==> src/rtl/ps2_tx_apb.sv <==
// APB-attached PS/2 device-side transmitter: FIFO-fed scan-code serialiser.
// Optional: define PS2_TX_SLVERR_EN to flag DATA writes rejected on a full FIFO via in_pslverr.
module ps2_tx_apb #(
  parameter int unsigned CLK_DIV = 50,
  parameter int unsigned FIFO_AW = 3
) (
  input  logic        clock,
  input  logic        reset,
  input  logic [31:0] in_paddr,
  input  logic        in_psel,
  input  logic        in_penable,
  input  logic [2:0]  in_pprot,
  input  logic        in_pwrite,
  input  logic [31:0] in_pwdata,
  input  logic [3:0]  in_pstrb,
  output logic        in_pready,
  output logic [31:0] in_prdata,
  output logic        in_pslverr,
  output logic        ps2_clk,
  output logic        ps2_data
);

  localparam int unsigned DEPTH  = 1 << FIFO_AW;
  localparam int unsigned CNT_FW = FIFO_AW + 1;
  localparam int unsigned DIV_W  = $clog2(2 * CLK_DIV);

  typedef enum logic [1:0] {IDLE, SETUP, LOW, GAP} state_e;

  state_e               state_q, state_d;
  logic [DIV_W-1:0]     cnt_q, cnt_d;
  logic [3:0]           bit_idx_q, bit_idx_d;
  logic [10:0]          shift_q, shift_d;
  logic                 ps2_clk_q, ps2_clk_d;
  logic                 ps2_data_q, ps2_data_d;
  logic [FIFO_AW-1:0]   wr_ptr_q, wr_ptr_d;
  logic [FIFO_AW-1:0]   rd_ptr_q, rd_ptr_d;
  logic [CNT_FW-1:0]    count_q, count_d;
  logic                 ovf_q, ovf_d;
  logic [7:0]           mem_q [DEPTH];
  logic [7:0]           mem_d [DEPTH];

  logic apb_fire, wr_en, rd_en, sel_data, sel_stat;
  logic flush, ovf_clr, push_req, push, reject, pop;
  logic full, empty, busy;
  logic [7:0] pop_byte;

  // APB decode: zero wait states, access completes on pready.
  assign apb_fire = in_psel & in_penable;
  assign wr_en    = apb_fire & in_pwrite;
  assign rd_en    = apb_fire & ~in_pwrite;
  assign sel_data = (in_paddr[3:2] == 2'b00);
  assign sel_stat = (in_paddr[3:2] == 2'b01);

  assign full     = (count_q == CNT_FW'(DEPTH));
  assign empty    = (count_q == '0);
  assign busy     = (state_q != IDLE);

  assign flush    = wr_en & sel_stat & in_pwdata[0];
  assign ovf_clr  = wr_en & sel_stat & in_pwdata[3];
  assign push_req = wr_en & sel_data;
  // Full is judged on the pre-pop count, so a same-cycle pop never rescues a push.
  assign push     = push_req & ~full & ~flush;
  assign reject   = push_req & full;
  assign pop      = (state_q == IDLE) & ~empty;
  assign pop_byte = mem_q[rd_ptr_q];

  assign in_pready = apb_fire;

  always_comb begin
    in_prdata = 32'h0;
    if (rd_en && sel_stat) begin
      in_prdata = 32'({4'(count_q), ovf_q, busy, full, empty});
    end
  end

`ifdef PS2_TX_SLVERR_EN
  assign in_pslverr = reject;
`else
  assign in_pslverr = 1'b0;
`endif

  logic unused_c;
  assign unused_c = ^{in_pprot, in_pstrb, in_paddr[31:4], in_paddr[1:0], in_pwdata[31:8]};

  // FIFO storage, pointers, occupancy and sticky overflow.
  always_comb begin
    mem_d    = mem_q;
    wr_ptr_d = wr_ptr_q;
    rd_ptr_d = rd_ptr_q;
    count_d  = count_q;
    ovf_d    = ovf_q;

    if (reject) begin
      ovf_d = 1'b1;
    end else if (ovf_clr) begin
      ovf_d = 1'b0;
    end

    if (flush) begin
      wr_ptr_d = '0;
      rd_ptr_d = '0;
      count_d  = '0;
    end else begin
      if (push) begin
        mem_d[wr_ptr_q] = in_pwdata[7:0];
        wr_ptr_d        = wr_ptr_q + FIFO_AW'(1);
      end
      if (pop) begin
        rd_ptr_d = rd_ptr_q + FIFO_AW'(1);
      end
      case ({push, pop})
        2'b10:   count_d = count_q + CNT_FW'(1);
        2'b01:   count_d = count_q - CNT_FW'(1);
        default: count_d = count_q;
      endcase
    end
  end

  // Frame FSM: data only ever moves on the edge where ps2_clk rises (SETUP entry).
  always_comb begin
    state_d    = state_q;
    cnt_d      = cnt_q;
    bit_idx_d  = bit_idx_q;
    shift_d    = shift_q;
    ps2_clk_d  = ps2_clk_q;
    ps2_data_d = ps2_data_q;

    case (state_q)
      IDLE: begin
        ps2_clk_d  = 1'b1;
        ps2_data_d = 1'b1;
        if (pop) begin
          shift_d    = {1'b1, ~^pop_byte, pop_byte, 1'b0};
          ps2_data_d = 1'b0;
          bit_idx_d  = 4'd0;
          cnt_d      = '0;
          state_d    = SETUP;
        end
      end
      SETUP: begin
        if (cnt_q == DIV_W'(CLK_DIV - 1)) begin
          cnt_d     = '0;
          ps2_clk_d = 1'b0;
          state_d   = LOW;
        end else begin
          cnt_d = cnt_q + DIV_W'(1);
        end
      end
      LOW: begin
        if (cnt_q == DIV_W'(CLK_DIV - 1)) begin
          cnt_d     = '0;
          ps2_clk_d = 1'b1;
          if (bit_idx_q == 4'd10) begin
            ps2_data_d = 1'b1;
            state_d    = GAP;
          end else begin
            bit_idx_d  = bit_idx_q + 4'd1;
            ps2_data_d = shift_q[1];
            shift_d    = {1'b1, shift_q[10:1]};
            state_d    = SETUP;
          end
        end else begin
          cnt_d = cnt_q + DIV_W'(1);
        end
      end
      GAP: begin
        ps2_clk_d  = 1'b1;
        ps2_data_d = 1'b1;
        if (cnt_q == DIV_W'(2 * CLK_DIV - 1)) begin
          cnt_d   = '0;
          state_d = IDLE;
        end else begin
          cnt_d = cnt_q + DIV_W'(1);
        end
      end
      default: begin
        state_d = IDLE;
      end
    endcase
  end

  always_ff @(posedge clock or posedge reset) begin
    if (reset) begin
      state_q    <= IDLE;
      cnt_q      <= '0;
      bit_idx_q  <= 4'd0;
      shift_q    <= 11'h7FF;
      ps2_clk_q  <= 1'b1;
      ps2_data_q <= 1'b1;
      wr_ptr_q   <= '0;
      rd_ptr_q   <= '0;
      count_q    <= '0;
      ovf_q      <= 1'b0;
      mem_q      <= '{default: '0};
    end else begin
      state_q    <= state_d;
      cnt_q      <= cnt_d;
      bit_idx_q  <= bit_idx_d;
      shift_q    <= shift_d;
      ps2_clk_q  <= ps2_clk_d;
      ps2_data_q <= ps2_data_d;
      wr_ptr_q   <= wr_ptr_d;
      rd_ptr_q   <= rd_ptr_d;
      count_q    <= count_d;
      ovf_q      <= ovf_d;
      mem_q      <= mem_d;
    end
  end

  assign ps2_clk  = ps2_clk_q;
  assign ps2_data = ps2_data_q;

endmodule

==> config.mk <==
export PLATFORM = sky130hd
export DESIGN_NAME = ps2_tx_apb
export DESIGN_NICKNAME = d
export VERILOG_FILES = /design/src/rtl/ps2_tx_apb.sv
export SDC_FILE = /design/constraint.sdc
export NUM_CORES = 1
export LEC_CHECK = 0
export ABC_AREA = 1
export CORE_MARGIN = 2
export CORE_UTILIZATION = 49
export CTS_BUF_LIST = sky130_fd_sc_hd__clkbuf_4 sky130_fd_sc_hd__clkbuf_8
export DETAILED_ROUTE_END_ITERATION = 16
export PLACE_DENSITY = 0.79
export SETUP_SLACK_MARGIN = 0.2
export SKIP_LAST_GASP = 1
export SYNTH_ARGS = -nofsm -noshare
export SYNTH_HDL_FRONTEND = slang
export SYNTH_SLANG_ARGS = --single-unit
==> constraint.sdc <==
create_clock -name clock -period 3 [get_ports clock]
set_clock_uncertainty 0.15 [all_clocks]
set_input_delay 0.45 -clock clock [delete_from_list [all_inputs] [get_ports clock]]
set_output_delay 0.45 -clock clock [all_outputs]
set_load 0.03 [all_outputs]
[Word-level counts from Yosys, hierarchy flattened]
Index checks and enable logic that the tools add are counted.
Word-level totals
  bits in registers: 101
  output and inout bits: 36
Operators by class
  $add $sub $neg: 6
  order comparisons: 3
  equality and inequality tests: 15
  muxes and demuxes: 40
  bitwise logic cells: 17
  reduce and logical (&&, ||, !) cells: 20
Operators by type and width (count)
  $bwmux 64: 1
  $mux 11: 3
  $mux 8: 4
  $bmux 8 s3: 1
  $demux 8 s3: 1
  $pmux 11 s2: 1
  $mux 7: 3
  $pmux 7 s3: 1
  $mux 4: 4
  $pmux 4 s2: 2
  $mux 3: 4
  $and 1x1->1: 11
  $mux 2: 5
  $ne 2x2->1 const B: 5
  $reduce_bool 2->1: 5
  $add 4x1->4 const B: 2
  $eq 4x4->1 const B: 2
  $ge 4x4->1 const B: 2
  $not 3->4: 2
  $pmux 2 s4: 1
  $reduce_and 4->1: 2
  $reduce_xnor 8->1: 1
  $add 7x1->7 const B: 1
  $eq 7x6->1 const B: 1
  other kinds (15): 36

[Logic depth before layout (Yosys ltp)]
Gate-level depths: netlist (run 1).
  depth in word-level cells: 9
  mapped depth: 17

[Worst setup path before layout (run 1)]
OpenSTA, ideal clock, no wires.
  path type: in2out
  from: input in_psel
  to: output in_prdata[0]
  data arrival time: 1.729 ns
  required time: 2.400 ns
  path slack: 0.671 ns
  cell stages on the path: 4
  path through: nand2_1 > inv_1 > nand3_1 > nor3_1
Between the ends
  longest elaborated chain between the ends: 4
RTL lines
  start: declaration: line 10  | input logic in_psel,
  $and 1x1->1: line 48  | assign apb_fire = in_psel & in_penable;
  net in_pready: line 16  | output logic in_pready,
  $and 1x1->1: line 50  | assign rd_en = apb_fire & ~in_pwrite;
  $logic_and 1x1->1: line 71  | if (rd_en && sel_stat) begin
  $mux 8: line 71
  end: declaration: line 17  | output logic [31:0] in_prdata,
The timed path passes the listed nets, and every way through them passes these cells.

[Worst setup path after layout (run 1)]
  from: input in_paddr[3]
  to: output in_prdata[6]
Between the ends
  longest elaborated chain between the ends: 3
RTL lines
  start: declaration: line 9  | input logic [31:0] in_paddr,
  $eq 2x1->1: line 52  | assign sel_stat = (in_paddr[3:2] == 2'b01);
  $logic_and 1x1->1: line 71
  $mux 8: line 71
Every way passes these cells.

==> results_dict.tcl, run 1 <==
set metrics [dict create \
    layout_setup_ws_ns 0.397 \
    ys_seq_area_frac 0.428 \
    core-area_sq_um 11500 \
    cts_tree "done" \
    rsz0062_at_grt "false" \
    irDropWorstVdd_uv 386 \
    ant_nets 0 \
    period_minus_slack_ns 2.60 \
    maxCapViolCount 0 \
    place_congestion 0.843 \
    ys_seq_elements 99 \
    dpl_cell_area_sq_um 6050 \
    final_max_slew_viol_count 0 \
    worst_pin_slew_ns 0.605 \
    vias_per_cell 4.92 \
    cts_buffers 9 \
    clockRootBuffer "clkbuf_8" \
    stdcell_area_sq_um 6260 \
    avgSynthCellArea_sq_um 7.52 \
    fin_util 0.544 \
    cts_hold_buf 0 \
    required_ns 2.40 \
    critical_path.max_fanout 6 \
    critPathKind "input pin to primary output" \
    hold_viol 0 \
    clkSinkCount 99 \
    area_growth_pct 7.72 \
    clk_latency_ns 0.38 \
    n_antenna_cell 0 \
    dr.pass1.iters 11 \
    ys_warn_count 0 \
    die_y_um 113 \
    grt_pass1_vias 4266 \
    boundaryPins 112 \
    grt_max_degree 53 \
    wirelength_um 11800 \
    violations "design-rule violations" \
    hold_path.class "input pin to asynchronous set/reset pin" \
    synth.cell_area_sq_um 5820 \
    status "finished, violations left" \
    clockBufferDepth 2 \
    postCtsSetupBuffers 0 \
    fp-row-count 39 \
    final.setup.tns_ns 0 \
    overflow 0 \
    numPortBuffers 25 \
    synthDistinctLibCells 37 \
    reg2reg_setup_slack_ns 0.51 \
    cp.arrival_ns 2.00 \
    worstSetupStartpointType "input pin" \
    powerDensity_nw_per_um2 538 \
    clock.fmax_mhz 384 \
    drive_above_1_share 0.0892 \
    clk_pin_slew_ns 0.10 \
    place_ws_ns 0.106 \
    wl_per_cell_um 12.6 \
    period_share 0.868 \
    grt_first_pass_wirelength_um 20500 \
    vias 4617 \
    p_leak_nw 3.28 \
    fillers 1085 \
    drcViolationCount 4 \
    cts-htree-levels 3 \
    grt_util_all_layers 0.201 \
    die_w_um 113 \
    synthCells 773 \
    antenna_found_initial 0 \
    fin_nets 881 \
    finalSetupViolCount 0 \
    maxSlewHeadroom 0.596 \
    initial_utilization 0.505 \
    drt_iter0_drc 314 \
    hpwl_um 7790 \
    endpoint_kind "primary output" \
    die_area_sq_um 12800 \
]
[metrics by stage]
step           power (mW)  std cells  hold WS [ns]
4_1_cts              3.39        939         0.336
6_report             3.37        939         0.318
3_5_place_dp         2.48        923         0.318
2_1_floorplan        2.33        797         0.299
3_3_place_gp         2.45        923         0.308
5_1_grt              3.61        939         0.357
[cells in the final DEF (no fill, tap or decap), types with 8 or more instances in the layout]
cell	instances
o21ai_2	14
inv_1	102
ha_1	14
dfstp_2	11
buf_4	8
clkbuf_8	11
clkdlybuf4s50_1	17
nand3_1	61
conb_1	25
dfrtp_1	88
nor2_1	35
a21oi_1	18
o21ai_1	21
nand2_1	260
o21ai_0	56
[routing by layer]
layer / share of wire / vias to the layer above / global-route usage
li1: - / 2414 / -
met1: 0.47 / 2089 / 0.269
met2: 0.47 / 97 / 0.328
met3: 0.044 / 17 / 0.0262
met4: 0.022 / 0 / 0.0886
met5: 0 / - / 0
[flip-flops by register name, summed over array words and instances, names as in the netlist]
| name | count |
|---|---|
| bit_idx_q | 4 |
| mem_q | 64 |
| rd_ptr_q | 3 |
| state_q | 2 |
| shift_q | 9 |
| ovf_q | 1 |
| wr_ptr_q | 3 |
| ps2_clk | 1 |
| ps2_data | 1 |
| count_q | 4 |
| cnt_q | 7 |
[final timing paths]
path / startpoint / end / depth (start not counted)
setup / recovery: in_paddr[3] / in_prdata[6] / 6
hold / removal: reset / mem_q[20]$_DFFE_PP0P_ / 2
setup reg to reg: state_q[1]$_DFFE_PP0P_ / count_q[3]$_DFFE_PP0P_ / 13
hold reg to reg: mem_q[43]$_DFFE_PP0P_ / mem_q[43]$_DFFE_PP0P_ / 2
max in group asynchronous: reset / ps2_clk$_DFFE_PP1P_ / 3
min in group clock: mem_q[43]$_DFFE_PP0P_ / mem_q[43]$_DFFE_PP0P_ / 2
[worst max-delay path, stage by stage]
cell,delay (ns)
clkdlybuf4s50_1,0.47
nor2_1,0.18
nand3_1,0.21
buf_4,0.21
nor2_1,0.07
dlygate4sd2_1,0.40
[repair_timing]
item / CTS / global route
endpoints found under the setup margin: 4 / 4
hold endpoints to repair: 0 / 0
cloned: 0 / 0
gates resized for setup: 4 / 4
[Yosys cell counts, drive strengths merged]
master / number / area (sq um)
conb: 1 / 3.75
dfstp: 11 / 289
buf: 51 / 370
clkinv: 1 / 3.75
a31o: 1 / 8.76
nor3b: 1 / 7.51
nor3: 6 / 30.0
o22ai: 4 / 25.0
xor2: 2 / 17.5
o2bb2ai: 1 / 8.76
ha: 14 / 175
nand3: 65 / 375
mux2i: 1 / 10.0
nor4: 1 / 21.3
nand4: 1 / 6.26
inv: 106 / 398
a21oi: 19 / 106
or2: 1 / 6.26
dfrtp: 88 / 2200
nand2: 266 / 1040
nand3b: 1 / 7.51
o21ai: 91 / 508
nor2: 38 / 183
a31oi: 1 / 6.26
o21bai: 1 / 7.51
[power by group]
part,internal [mW],switching (mW)
clock,0.434,0.476
sequential,1.53,0.144
combinational,0.267,0.525
total,2.23,1.14
[kinds of logic after synthesis]
group | count (synthesis) | share of synthesized area
multiplexers | 1 | 0.00172
AO/OA/AOI/OAI | 118 | 0.115
other | 1 | 0.000645
AND/OR/NAND/NOR | 380 | 0.288
XOR/XNOR | 2 | 0.00301
adder cells (fa/ha/maj) | 14 | 0.0301
flip-flops | 99 | 0.428
buffers and inverters | 158 | 0.133
[final cells by class]
class | instances | area, sq um | area share
Clock buffer | 11 | 151 | 0.0242
Clock inverter | 5 | 60.1 | 0.00959
Inverter | 107 | 405 | 0.0647
Multi-Input combinational cell | 540 | 2640 | 0.422
Sequential cell | 99 | 2490 | 0.398
Tap cell | 143 | 179 | 0.0286
Timing Repair Buffer | 34 | 335 | 0.0535
No activity file was read; power rests on OpenSTA's default activity.
==> run 2, diff against run 1 <==
SLEW_MARGIN = 40   (was default)
==> results of run 2 <==
No change in the layout: final DEF, timing and power equal those of run 1.
